==> src/rtl/micro_sequencer.sv <==
// Microprogram sequencer: walks a block of consecutive microcode ROM words and
// presents each registered word with its data address to the decode stage.
module micro_sequencer #(
    parameter int ROM_AW = 7,
    parameter int CNT_W  = 8
) (
    input  logic              clk,
    input  logic              reset,
    input  logic              start,
    input  logic [ROM_AW-1:0] start_addr,
    input  logic [CNT_W-1:0]  count,
    input  logic [10:0]       data_base,
    input  logic              stall,
    output logic [ROM_AW-1:0] rom_addr,
    input  logic [32:0]       rom_data,
    output logic [32:0]       micro_instr_out,
    output logic [10:0]       data_address_out,
    output logic              instr_valid,
    output logic              busy,
    output logic              done
);

    typedef enum logic [1:0] {
        S_IDLE,
        S_RUN,
        S_DONE
    } state_t;

    state_t            state_q,       state_d;
    logic [ROM_AW-1:0] rom_addr_q,    rom_addr_d;
    logic [CNT_W-1:0]  remaining_q,   remaining_d;
    logic [CNT_W-1:0]  idx_q,         idx_d;
    logic [10:0]       base_q,        base_d;
    logic [32:0]       instr_q,       instr_d;
    logic [10:0]       data_addr_q,   data_addr_d;
    logic              valid_q,       valid_d;
    logic              busy_q,        busy_d;
    logic              done_q,        done_d;

    always_comb begin
        // NOTE: every signal gets a default before the case so no path leaves
        // one unassigned; a missing default here would infer a latch.
        state_d     = state_q;
        rom_addr_d  = rom_addr_q;
        remaining_d = remaining_q;
        idx_d       = idx_q;
        base_d      = base_q;
        instr_d     = instr_q;
        data_addr_d = data_addr_q;
        valid_d     = valid_q;
        done_d      = 1'b0;

        case (state_q)
            S_IDLE: begin
                if (start) begin
                    if (count != '0) begin
                        rom_addr_d  = start_addr;
                        remaining_d = count;
                        idx_d       = '0;
                        base_d      = data_base;
                        state_d     = S_RUN;
                    end else begin
                        state_d = S_DONE;
                    end
                end
            end

            // Under stall the ROM address is not advanced, so rom_data keeps the
            // pending word and is captured intact once stall drops.
            S_RUN: begin
                if (!stall) begin
                    instr_d     = rom_data;
                    data_addr_d = base_q + 11'(idx_q);
                    valid_d     = 1'b1;
                    rom_addr_d  = rom_addr_q + ROM_AW'(1);
                    idx_d       = idx_q + CNT_W'(1);
                    remaining_d = remaining_q - CNT_W'(1);
                    if (remaining_q == CNT_W'(1)) begin
                        state_d = S_DONE;
                    end
                end
            end

            S_DONE: begin
                if (!stall) begin
                    instr_d = '0;
                    valid_d = 1'b0;
                    done_d  = 1'b1;
                    state_d = S_IDLE;
                end
            end

            default: begin
                state_d = S_IDLE;
            end
        endcase

        busy_d = (state_d != S_IDLE);
    end

    always_ff @(posedge clk or posedge reset) begin
        if (reset) begin
            state_q     <= S_IDLE;
            rom_addr_q  <= '0;
            remaining_q <= '0;
            idx_q       <= '0;
            base_q      <= '0;
            instr_q     <= '0;
            data_addr_q <= '0;
            valid_q     <= 1'b0;
            busy_q      <= 1'b0;
            done_q      <= 1'b0;
        end else begin
            // NOTE: non-blocking assignments so every flop samples the values
            // from before this edge, regardless of statement order.
            state_q     <= state_d;
            rom_addr_q  <= rom_addr_d;
            remaining_q <= remaining_d;
            idx_q       <= idx_d;
            base_q      <= base_d;
            instr_q     <= instr_d;
            data_addr_q <= data_addr_d;
            valid_q     <= valid_d;
            busy_q      <= busy_d;
            done_q      <= done_d;
        end
    end

    assign rom_addr         = rom_addr_q;
    assign micro_instr_out  = instr_q;
    assign data_address_out = data_addr_q;
    assign instr_valid      = valid_q;
    assign busy             = busy_q;
    assign done             = done_q;

    done_valid_exclusive: assert property (
        @(posedge clk) disable iff (reset) !(done_q && valid_q)
    );

endmodule

==> config.mk <==
export PLATFORM = sky130hd
export DESIGN_NAME = micro_sequencer
export DESIGN_NICKNAME = d
export VERILOG_FILES = /design/src/rtl/micro_sequencer.sv
export SDC_FILE = /design/constraint.sdc
export NUM_CORES = 1
export LEC_CHECK = 0
export BUFFER_PORTS_ARGS = -buffer_cell sky130_fd_sc_hd__buf_2
export CORE_AREA = 2 2 92 94
export DETAILED_ROUTE_END_ITERATION = 12
export DIE_AREA = 0 0 94 96
export PLACE_DENSITY_LB_ADDON = 0.15
export SLEW_MARGIN = 20
export SYNTH_ARGS = -nofsm -noshare
export SYNTH_HDL_FRONTEND = slang
export SYNTH_SLANG_ARGS = --single-unit
export TNS_END_PERCENT = 10
==> constraint.sdc <==
create_clock -name clk -period 3.5 [get_ports clk]
set_input_delay 0.7 -clock clk [delete_from_list [all_inputs] [get_ports clk]]
set_output_delay 0.7 -clock clk [all_outputs]
set_load 0.01 [all_outputs]
==> summary.txt <==
Timing
  – RSZ-0062 raised after global routing: no
  – Final setup TNS: 0 ps
  – Final Cycle Share: 64.3%
  – Fin. max-slew vios: 0
  – Post-layout min period: 2250 ps
  – Max Freq: 444 MHz
  – Slew headroom: 65.1%
  – Final hold vios: 0
  – Final Setup Violations: 0
  – Worst-Margin Slew: between 500 and 600 ps
  – Clk_skew: 8.86 ps

Logic synthesis
  – FF+latch count, synth: 83
  – Post-Synth Adder-Cell Area: 4.36%
  – Yosys cell types: 49
  – Dominant cell type by area after synthesis: dfrtp_1
  – Post-synth EDFFs: 0
  – Synth area leaders: dfrtp_1, a22o_1, o21ai_0
  – Simple-gate share of the synthesized area: 11.7%
  – Ys Warns: 0
  – Synth Area in Compound Gates: between 20% and 30%
  – Post-synthesis sequential area ratio: 53.3%
  – Main combinational cell family by area after synthesis: compound AO/OA/AOI/OAI gates
  – Mapped Cells: 368
  – Synth Area in XOR/XNOR: 1.35%
  – Synth Area per Inst: 10.6 sq um
  – Mapped Area: 3900 sq um
  – Fraction of registers with async set/reset: 100%
  – Top cell type's share of synthesized area: 53.3%
  – Multiplexer share of the synthesized area: under 10%
  – Synth Flop Type: dfrtp_1
  – Syn_nets: 444

Die
  – Initial core utilization: just under 50%
  – Die X-Extent: around 94 um
  – Die Span Y: 96 um
  – Std cell rows: 33
  – Die ar.: between 9000 and 10000 sq um
  – I/O Pins: approximately 120
  – Core area: between 8000 and 9000 sq um

Pwr
  – Combinational fraction of design power: 36.0%
  – PwrDens: 713 nW/um^2
  – P_leak: 2.34 nW
  – Int Pwr: 2.13 mW
  – Clock power frac: 20.0%
  – Seq pwr share: 44.0%
  – Max VDD drop: 232 uV
  – Switching Fraction: 37.2%
  – Sw power: 1.26 mW

Clocking
  – Resized Gates After CTS: 0
  – Latest clock arrival within the worst-skew pair: 340 ps
  – Clk sinks: 83
  – CTS Buf Count: 9
  – Setup Fix Bufs, Post-CTS: 0
  – H-Tree Depth: 3
  – Clock root buffer: clkbuf_8
  – CTS tree: yes
  – CTS Buffer Depth: 2
  – Worst-path clk slew: 80 ps
  – # hold bufs at CTS: 0

Setup path
  – Launching point of the worst reg2reg path: idx_q[0]
  – Kind of critical path: in -> reg
  – Slowest stage delay, CP: 550 ps
  – CP Max Fanout: 15
  – Buf/Inv on CP: 1
  – Reg-to-reg slack, setup: 1420 ps
  – RR Endpoint: data_address_out[10]
  – Startpoint Class: input port
  – Largest delay share family, worst path: simple AND/OR/NAND/NOR gates
  – Arr. time, crit path: 2480 ps
  – CP cell instances: buf_2 > or4_4 > o211ai_1 > nand2_1 > a32o_1
  – CP required: roughly 3700 ps
  – Kind of end point of the critical path: register
  – Worst-case reg-to-reg path depth: 8
  – CP max stage cell: or4_4

Route
  – Routed wl met2: about 4 mm
  – Wirelength, routed: 8.84 mm
  – Antenna Nets Post-Route: 0
  – DR WL met3: 518 um
  – DR iter-0 viols: 192
  – Met1 WL: 4.25 mm
  – DR top layer: met4
  – DRC Markers: 0
  – Mean routed wirelength per cell: 14.9 um
  – Pre-antenna DRT Iters: 4
  – Via density: 5.44
  – Vias: 3232

Finish
  – N_diodes: 0
  – Layout cells sized above 1: 32.5%
  – Layout fillers: 749
  – Final nets: 561
  – Area Growth Syn to Fin: 22.3%
  – Post-route cell area: roughly 4800 sq um
  – Core Util, Final: 59.2%

Outcome
  – Status: finished clean

Place
  – DP HPWL: 6.21 mm
  – PortBufs: 116
  – Area post-placement: 4580 sq um
  – Placer Congestion: 0.841

Global route
  – Number of global-route vias before repair: 3045
  – Total Routing Usage GR: 20.5%
  – Largest net degree at the start of global routing: 40
  – GRT Residual Overflow: 0
  – Initial antenna violation count: 0
  – First-pass GRT wire length: 14.5 mm

Flow run
  – Max-cap violations: 0

Min path
  – Hold Crit Class: in -> async
## registers in the layout, summed over array words and instances (netlist names)
signal and flops:
data_address_out 11, done 1, instr_valid 1, micro_instr_out 33, state_q 2, remaining_q 8
busy 1, rom_addr 7, base_q 11, idx_q 8
## cell type report
cell class	count	area, sq um	area share, %
clock inverters	6	66.3	1.39
repair buffers	124	641	13.4
multi-input cells	253	1670	35.1
clock buffers	9	124	2.60
well taps	105	131	2.76
inverters	14	53.8	1.13
flip-flops and latches	83	2080	43.6
## per-stage QoR
| stage | setup slack [ps] | power [mW] | instances | hold slack [ps] |
|---|---|---|---|---|
| floorplan | 663 | 2.33 | 368 | 470 |
| global placement | 950 | 2.70 | 579 | 454 |
| detailed placement | 902 | 2.74 | 579 | 462 |
| CTS | 1270 | 3.42 | 594 | 285 |
| global route | 1150 | 3.67 | 594 | 289 |
| finish | 1250 | 3.40 | 594 | 292 |
## cells in the mapped netlist (4+ instances only)
cell / count
dfrtp_1: 83
a22oi_1: 5
a21oi_1: 23
xor2_1: 4
inv_1: 14
o21ai_0: 40
clkbuf_1: 11
nand2_1: 28
o21ai_2: 5
or3_1: 4
a22o_1: 33
ha_1: 12
nand2b_1: 5
nand3_1: 8
mux2_2: 9
nor3_1: 8
nor2_1: 21
## per-layer routing
layer  global-route usage [%]  vias up
li1                         -     1585
met1                     29.2     1531
met2                     30.8      101
met3                     4.23       15
met4                     8.57        0
met5                        0        -
## worst register-to-register path, cell delays in order, from the launching register on
cell and delay (ps):
dfrtp_1 440, ha_1 260, inv_1 80, fa_1 200, nor2b_1 70, o31a_1 280
o21ai_0 330, mux2i_1 230, nand3_1 90
## how the worst max path moves through the flow
stage / startpoint / cells after the start / endpoint / slack [ps]
after CTS: count[4] / 5 / idx_q[4] / 1270
after detailed placement: count[4] / 5 / idx_q[4] / 900
after global placement: count[4] / 7 / idx_q[7] / 950
after global routing: count[4] / 6 / remaining_q[4] / 1150
after floorplan: reset / 1 / base_q[0] / 660
final: count[4] / 5 / idx_q[4] / 1250
## layout by cell type (no fill, tap or decap), drive strengths merged, types with 9 or more instances in the layout
cell,instances
a21oi,23
a22o,33
buf,124
clkbuf,9
dfrtp,83
ha,12
inv,14
mux2,9
nand2,28
nor2,23
o21ai,46
## kinds of logic (layout without fill, tap and decap cells)
kind of cell    Yosys count  in the layout
simple gates             93             93
flops                    83             83
compound gates          131            131
buf+inv                  32            153
fa+ha+maj                13             13
mux                      10             10
xor+xnor                  6              6
## power by group through the flow
| stage | combinational [mW] | clock [mW] | sequential [mW] |
|---|---|---|---|
| after floorplan | 0.794 | 0 | 1.54 |
| after CTS | 1.23 | 0.691 | 1.50 |
| final | 1.22 | 0.678 | 1.50 |
| after detailed placement | 1.23 | 0 | 1.51 |
| after global routing | 1.40 | 0.735 | 1.54 |
| after global placement | 1.20 | 0 | 1.50 |
Power figures use the tool's default switching activity.
